--- config.mk ---
export PLATFORM = sky130hd
export DESIGN_NAME = lif_neuron_array
export DESIGN_NICKNAME = d
export VERILOG_FILES = /design/src/rtl/lif_pkg.sv /design/src/rtl/lif_neuron_array_update.sv /design/src/rtl/lif_neuron_array.sv
export SDC_FILE = /design/constraint.sdc
export NUM_CORES = 1
export LEC_CHECK = 0
export CORE_MARGIN = 2
export CORE_UTILIZATION = 55
export CTS_CLUSTER_SIZE = 20
export DETAILED_ROUTE_END_ITERATION = 10
export MAX_ROUTING_LAYER = met4
export PLACE_DENSITY = 0.77
export SYNTH_ARGS = -nofsm -noshare
export SYNTH_HDL_FRONTEND = slang
export SYNTH_SLANG_ARGS = --single-unit
--- constraint.sdc ---
create_clock -name clk -period 16.9 [get_ports clk]
set_input_delay 1.69 -clock clk [delete_from_list [all_inputs] [get_ports clk]]
set_output_delay 1.69 -clock clk [all_outputs]
set_load 0.01 [all_outputs]
--- src/rtl/lif_pkg.sv ---
// -----------------------------------------------------------------------------
// lif_pkg
// Shared types and constants for the leaky integrate-and-fire neuron array.
//   - state_e       : sequencer states (IDLE / RUN / DONE)
//   - RESET_*       : encodings of the reset_mode input
//   - SEG_LUT       : 7-segment patterns for digits 0..9, bit 0 = a .. bit 6 = g
//   - seg_decode()  : digit to segment pattern; codes above 9 give a blank digit
// -----------------------------------------------------------------------------
package lif_pkg;

    typedef enum logic [1:0] {
        IDLE = 2'd0,
        RUN  = 2'd1,
        DONE = 2'd2
    } state_e;

    localparam logic RESET_SUBTRACT = 1'b0;
    localparam logic RESET_ZERO     = 1'b1;

    localparam logic [6:0] SEG_LUT [0:9] = '{
        7'b0111111, 7'b0000110, 7'b1011011, 7'b1001111, 7'b1100110,
        7'b1101101, 7'b1111101, 7'b0000111, 7'b1111111, 7'b1101111
    };

    function automatic logic [6:0] seg_decode(input logic [3:0] digit);
        logic [6:0] seg;
        seg = 7'b0000000;
        if (digit <= 4'd9) begin
            seg = SEG_LUT[digit];
        end
        return seg;
    endfunction

endpackage

--- src/rtl/lif_neuron_array_update.sv ---
// -----------------------------------------------------------------------------
// lif_update
// Purely combinational single-neuron LIF update.
//   u_i     : stored membrane potential U
//   i_i     : input current I
//   r_i     : refractory counter
//   thr_i   : firing threshold
//   mode_i  : RESET_SUBTRACT / RESET_ZERO
//   u_o     : next membrane potential U'
//   r_o     : next refractory counter
//   spike_o : neuron fires in this timestep
// -----------------------------------------------------------------------------
module lif_update
    import lif_pkg::*;
#(
    parameter int WIDTH         = 8,
    parameter int BETA_SHIFT    = 2,
    parameter int REFRACT_STEPS = 2,
    parameter int RW            = 2
) (
    input  logic [WIDTH-1:0] u_i,
    input  logic [WIDTH-1:0] i_i,
    input  logic [RW-1:0]    r_i,
    input  logic [WIDTH-1:0] thr_i,
    input  logic             mode_i,
    output logic [WIDTH-1:0] u_o,
    output logic [RW-1:0]    r_o,
    output logic             spike_o
);

    logic [WIDTH-1:0] decayed;
    logic [WIDTH:0]   sum_wide;
    logic [WIDTH-1:0] sum_sat;

    // beta*U with beta = 1 - 2^-BETA_SHIFT, floor rounding
    assign decayed  = u_i - (u_i >> BETA_SHIFT);
    assign sum_wide = {1'b0, decayed} + {1'b0, i_i};
    // Clamp on carry-out so a large current never wraps the membrane to a small value
    assign sum_sat  = sum_wide[WIDTH] ? {WIDTH{1'b1}} : sum_wide[WIDTH-1:0];

    always_comb begin
        u_o     = sum_sat;
        r_o     = '0;
        spike_o = 1'b0;
        if (r_i != '0) begin
            // Refractory: leak only, input current is discarded
            u_o = decayed;
            r_o = r_i - 1'b1;
        end else if (sum_sat > thr_i) begin
            spike_o = 1'b1;
            r_o     = RW'(REFRACT_STEPS);
            u_o     = (mode_i == RESET_ZERO) ? '0 : (sum_sat - thr_i);
        end
    end

endmodule

--- src/rtl/lif_neuron_array.sv ---
// -----------------------------------------------------------------------------
// lif_neuron_array
// Time-multiplexed array of NUM_NEURONS leaky integrate-and-fire neurons. One
// shared lif_update datapath visits neuron 0..N-1, one per cycle, per step.
//   clk, rst    : clock (rising edge), synchronous active-high reset
//   step_valid  : request one timestep
//   step_ready  : step can be accepted (IDLE)
//   current     : per-neuron input current, neuron i at [i*WIDTH +: WIDTH]
//   threshold   : firing threshold
//   reset_mode  : 0 = subtract threshold on fire, 1 = reset to zero
//   spikes      : spike vector of the last completed step
//   step_done   : one-cycle pulse when spikes is updated
//   mem_sel     : neuron selected for readback
//   mem_out     : membrane potential of mem_sel (0 when out of range)
//   segments    : only with LIF_SEG_DISPLAY_EN defined; 7-segment digit a..g
//                 showing neuron-0 spike count modulo 10
//
// Handshake: a step is accepted on a rising edge where step_valid && step_ready;
// current/threshold/reset_mode are captured on that edge. step_ready stays low
// until the step finishes, and step_valid is ignored while it is low.
// -----------------------------------------------------------------------------
module lif_neuron_array
    import lif_pkg::*;
#(
    parameter int NUM_NEURONS   = 4,
    parameter int WIDTH         = 8,
    parameter int BETA_SHIFT    = 2,
    parameter int REFRACT_STEPS = 2,
    localparam int IW = (NUM_NEURONS > 1) ? $clog2(NUM_NEURONS) : 1
) (
    input  logic                         clk,
    input  logic                         rst,
    input  logic                         step_valid,
    output logic                         step_ready,
    input  logic [NUM_NEURONS*WIDTH-1:0] current,
    input  logic [WIDTH-1:0]             threshold,
    input  logic                         reset_mode,
    output logic [NUM_NEURONS-1:0]       spikes,
    output logic                         step_done,
    input  logic [IW-1:0]                mem_sel,
    output logic [WIDTH-1:0]             mem_out
`ifdef LIF_SEG_DISPLAY_EN
    ,
    output logic [6:0]                   segments
`endif
);

    localparam int RW = (REFRACT_STEPS > 0) ? $clog2(REFRACT_STEPS + 1) : 1;
    localparam logic [IW-1:0] LAST_IDX = IW'(NUM_NEURONS - 1);
    localparam logic [IW:0]   NUM_VAL  = (IW + 1)'(NUM_NEURONS);

    state_e state_q, state_d;

    logic [IW-1:0]          idx_q;
    logic [WIDTH-1:0]       cur_q  [NUM_NEURONS];
    logic [WIDTH-1:0]       thr_q;
    logic                   mode_q;
    logic [WIDTH-1:0]       mem_q  [NUM_NEURONS];
    logic [RW-1:0]          ref_q  [NUM_NEURONS];
    logic [NUM_NEURONS-1:0] acc_q, acc_d;
    logic [NUM_NEURONS-1:0] spikes_q;

    logic [WIDTH-1:0]       u_next;
    logic [RW-1:0]          r_next;
    logic                   spike_w;
    logic                   last_idx;

    assign last_idx = (idx_q == LAST_IDX);

    // ---------------- FSM: state register ----------------
    always_ff @(posedge clk) begin
        if (rst) begin
            state_q <= IDLE;
        end else begin
            state_q <= state_d;
        end
    end

    // ---------------- FSM: next state ----------------
    always_comb begin
        state_d = state_q;
        case (state_q)
            IDLE:    if (step_valid) state_d = RUN;
            RUN:     if (last_idx)   state_d = DONE;
            DONE:    state_d = IDLE;
            default: state_d = IDLE;
        endcase
    end

    // ---------------- FSM: outputs ----------------
    always_comb begin
        step_ready = (state_q == IDLE);
        step_done  = (state_q == DONE);
    end

    // ---------------- shared update datapath ----------------
    lif_update #(
        .WIDTH        (WIDTH),
        .BETA_SHIFT   (BETA_SHIFT),
        .REFRACT_STEPS(REFRACT_STEPS),
        .RW           (RW)
    ) u_update (
        .u_i    (mem_q[idx_q]),
        .i_i    (cur_q[idx_q]),
        .r_i    (ref_q[idx_q]),
        .thr_i  (thr_q),
        .mode_i (mode_q),
        .u_o    (u_next),
        .r_o    (r_next),
        .spike_o(spike_w)
    );

    // Spike vector including the neuron being processed this cycle, so the
    // last neuron's result lands in spikes on the same edge that enters DONE.
    always_comb begin
        acc_d        = acc_q;
        acc_d[idx_q] = spike_w;
    end

    always_ff @(posedge clk) begin
        if (rst) begin
            idx_q    <= '0;
            thr_q    <= '0;
            mode_q   <= RESET_SUBTRACT;
            acc_q    <= '0;
            spikes_q <= '0;
            for (int n = 0; n < NUM_NEURONS; n++) begin
                cur_q[n] <= '0;
                mem_q[n] <= '0;
                ref_q[n] <= '0;
            end
        end else begin
            case (state_q)
                IDLE: begin
                    if (step_valid) begin
                        idx_q  <= '0;
                        acc_q  <= '0;
                        thr_q  <= threshold;
                        mode_q <= reset_mode;
                        for (int n = 0; n < NUM_NEURONS; n++) begin
                            cur_q[n] <= current[n*WIDTH +: WIDTH];
                        end
                    end
                end
                RUN: begin
                    mem_q[idx_q] <= u_next;
                    ref_q[idx_q] <= r_next;
                    acc_q        <= acc_d;
                    idx_q        <= idx_q + 1'b1;
                    if (last_idx) begin
                        spikes_q <= acc_d;
                    end
                end
                default: ;
            endcase
        end
    end

    assign spikes = spikes_q;

    always_comb begin
        mem_out = '0;
        if ({1'b0, mem_sel} < NUM_VAL) begin
            mem_out = mem_q[mem_sel];
        end
    end

`ifdef LIF_SEG_DISPLAY_EN
    logic [3:0] seg_cnt_q;

    // spikes already holds the finished vector during DONE
    always_ff @(posedge clk) begin
        if (rst) begin
            seg_cnt_q <= 4'd0;
        end else if ((state_q == DONE) && spikes_q[0]) begin
            seg_cnt_q <= (seg_cnt_q == 4'd9) ? 4'd0 : seg_cnt_q + 4'd1;
        end
    end

    assign segments = seg_decode(seg_cnt_q);
`endif

endmodule

==> flow_summary.yaml <==
yosys:
  synth_enable_flop_cells: 72
  synth-main-ff-cell: "edfxtp_1"
  syn_inst: 472
  yosys-top-cells-area: "edfxtp_1, mux4_2, dfxtp_1, ha_1, and2_1"
  synthArstFlopShare_pct: 0
  synth_fp_nets: 548
  synth_cell_type_count: 52
  synth_top_area_share_pct: 40.17
  synthTopCellsByCount: "edfxtp_1, nor2_1, and2_1, ha_1, mux4_2"
  ys_seq_area_share_pct: 48.35
  yosys.cell_count.top_type: "edfxtp_1"
  synth_area_per_cell_um2: 11.40
  ys_seq_elements: 94
  yosys_warnings: 0
  synth.largest_area_cell: "edfxtp_1"
  syn_area_um2: 5383
clocking:
  post_cts_buffers: 0
  cts_tree: "yes"
  worstSkewPairLatency_ns: 0.37
  root_buffer: "clkbuf_8"
  numCtsBuffers: 9
  numClockSinks: 94
  cts_hold_buffers: 0
  h-tree-depth: 3
  clockBufferDepth: 2
  clk_pin_slew_ns: 0.10
  postCtsResizedCells: 0
cells_and_area:
  fin_area_um2: 6247
  drive_above_1_share_pct: 9.867
  fin_nets: 598
  multi_input_area_um2: 2589
  regArea_um2: 2603
  final_util_pct: 64.81
  fin_cells: 660
  area.growth.synth_to_final_pct: 16.06
  num-fill-cells: 810
  insertedDiodeCount: 0
floorplan:
  dieArea_um2: 10590
  die_x_um: 102.9
  start_util_pct: 55.84
  core-area_um2: 9639
  rows: 36
  num_io_pins: 60
  dieHeight_um: 102.9
pwr:
  switching_share_pct: 44.52
  powerDensity_nw_per_um2: 166.9
  seqPwrFrac_pct: 27.1
  power.total_mw: 1.043
  p_sw_mw: 0.4643
  p_comb_share_pct: 58.3
  p_clk_share_pct: 14.5
  internal-power_mw: 0.5786
  leakage_nw: 2.284
  ir_drop_mv: 0.1486
global_routing:
  overflow: 0
  grt_pass1_wl_um: 18960
  first_global_vias: 3631
  antenna_found_initial: 0
  grt_max_degree: 42
  track_usage_pct: 24.81
min_path:
  min-delay-start: "acc_q[1]"
  hold_depth: 1
  min_path_type: "reg2reg"
  min_delay_worst_endpoint: "acc_q[1]"
placement:
  placed_area_um2: 6053
  detailedPlace.worstSlack_ns: 9.866
  dp_cells: 644
  port_buffers: 59
  hpwl_um: 9093
  gp_congestion: 0.9297
timing:
  whs_ns: 0.4713
  layout_min_cycle_time_ns: 7.099
  final_max_slew_viol_count: 0
  fin_ws_ns: 9.801
  hold_viol: 0
  slew_headroom_pct: 23.61
  clock.fmax_mhz: 140.9
  rsz0062_at_grt: "no"
  timing.final.crit_share_pct: 42.01
  worst_pin_slew_ns: 1.145
  finalClockSkew_ns: 0.01097
  finalSetupTns_ns: 0
  setup_violations: 0
setup_path:
  required_ns: 17.01
  critical_path_class: "reg2reg"
  cp_max_fo: 16
  cp-start-kind: "flop"
  rrSetupSlack_ns: 9.80
  rr_worst_depth: 21
  crit_path_end_kind: "flop"
  r2r-end: "mem_q[2][5]"
  worstPathArrival_ns: 7.20
route:
  via_count: 3854
  drt_iter0_drc: 300
  drcViolationCount: 0
  wl_per_cell_um: 18.26
  vias_per_cell: 5.839
  wl_um: 12050
  first_pass_iters: 5
  postRouteAntennaNets: 0
run:
  max-cap-violations: 0
outcome:
  status: "finished, final reports clean"
-- registers in the layout (all words and copies together) (netlist names), named ones only --
signal,flops
acc_q,3
cur_q,32
mode_q,1
thr_q,8
ref_q,8
mem_q,32
state_q,2
idx_q,2
spikes,4
-- worst max path at each step --
stage          startpoint           to  slack (ns)  cells after the start
3_5_place_dp         flop  mem_q[2][5]        9.87                     21
5_1_grt              flop  mem_q[2][5]        9.16                     21
4_1_cts              flop  mem_q[2][5]        9.76                     21
2_1_floorplan        flop  mem_q[0][3]       10.81                     23
6_report             flop  mem_q[2][5]        9.80                     21
3_3_place_gp         flop  ref_q[2][1]       10.14                     21
-- power groups by stage --
stage,sequential (mW),combinational (mW),clock [mW]
global route,0.285,0.667,0.161
detailed placement,0.288,0.597,0
CTS,0.283,0.602,0.153
finish,0.283,0.608,0.152
global placement,0.287,0.592,0
floorplan,0.282,0.456,0
-- critical path, cell delays in order (launching register included) --
cell and delay (ns):
dfxtp_1 0.59, buf_4 0.36, mux4_2 0.56, inv_1 0.12, ha_1 0.23, nor2b_1 0.14
o31a_1 0.29, o31a_1 0.28, o31a_1 0.29, or2_2 0.30, ha_1 0.34, o21ai_0 0.09
o21bai_1 0.13, nor2_1 0.42, nand2_1 0.17, ha_1 0.45, a211oi_1 0.32, nor3b_1 0.13
o31ai_2 0.87, a21oi_1 0.13, a211oi_1 0.50, nor3_1 0.13
-- cell type report --
| cell class | count | share of cell area, % |
|---|---|---|
| Timing Repair Buffer | 60 | 9.573 |
| Clock buffer | 10 | 2.043 |
| Sequential cell | 94 | 41.66 |
| Clock inverter | 6 | 1.061 |
| Multi-Input combinational cell | 331 | 41.44 |
| Inverter | 26 | 1.562 |
| Tap cell | 133 | 2.664 |
-- routing by layer --
layer	global-route usage, %	vias up	share of wire, %	wire, um
li1	-	1858	-	-
met1	35.59	1836	46	5577
met2	37.06	140	46	5505
met3	3.797	20	6.5	786
met4	6.883	0	1.5	179
met5	-	-	0	0
-- kinds of logic after synthesis --
family,after synthesis,synth area share [%]
AO/OA/AOI/OAI,92,11.37
XOR/XNOR,8,1.302
adder cells (fa/ha/maj),30,7.392
buffers and inverters,47,3.603
flip-flops,94,48.35
multiplexers,29,11.44
AND/OR/NAND/NOR,172,16.55
-- placed cells by master (no fill, tap or decap), drive strengths merged, types with 2 or more instances in the layout --
| cell type | instances |
|---|---|
| edfxtp | 72 |
| clkdlybuf4s50 | 59 |
| nor2 | 52 |
| and2 | 34 |
| inv | 29 |
| ha | 27 |
| mux4 | 26 |
| a21oi | 23 |
| nand2 | 22 |
| dfxtp | 22 |
| o21ai | 19 |
| nor3 | 19 |
| a211oi | 12 |
| clkbuf | 10 |
| nand2b | 9 |
| nor2b | 6 |
| nor3b | 6 |
| o31a | 5 |
| xnor2 | 5 |
| a22o | 5 |
| or2 | 5 |
| o31ai | 5 |
| o21a | 4 |
| a21o | 4 |
| nand3 | 4 |
| a31oi | 4 |
| nor4 | 3 |
| xor2 | 3 |
| nand4 | 3 |
| mux2i | 3 |
| fa | 3 |
| o21bai | 2 |
| o211ai | 2 |
| and4 | 2 |
| nor4b | 2 |
| a211o | 2 |
| o41ai | 2 |
Power figures use the tool's default switching activity.
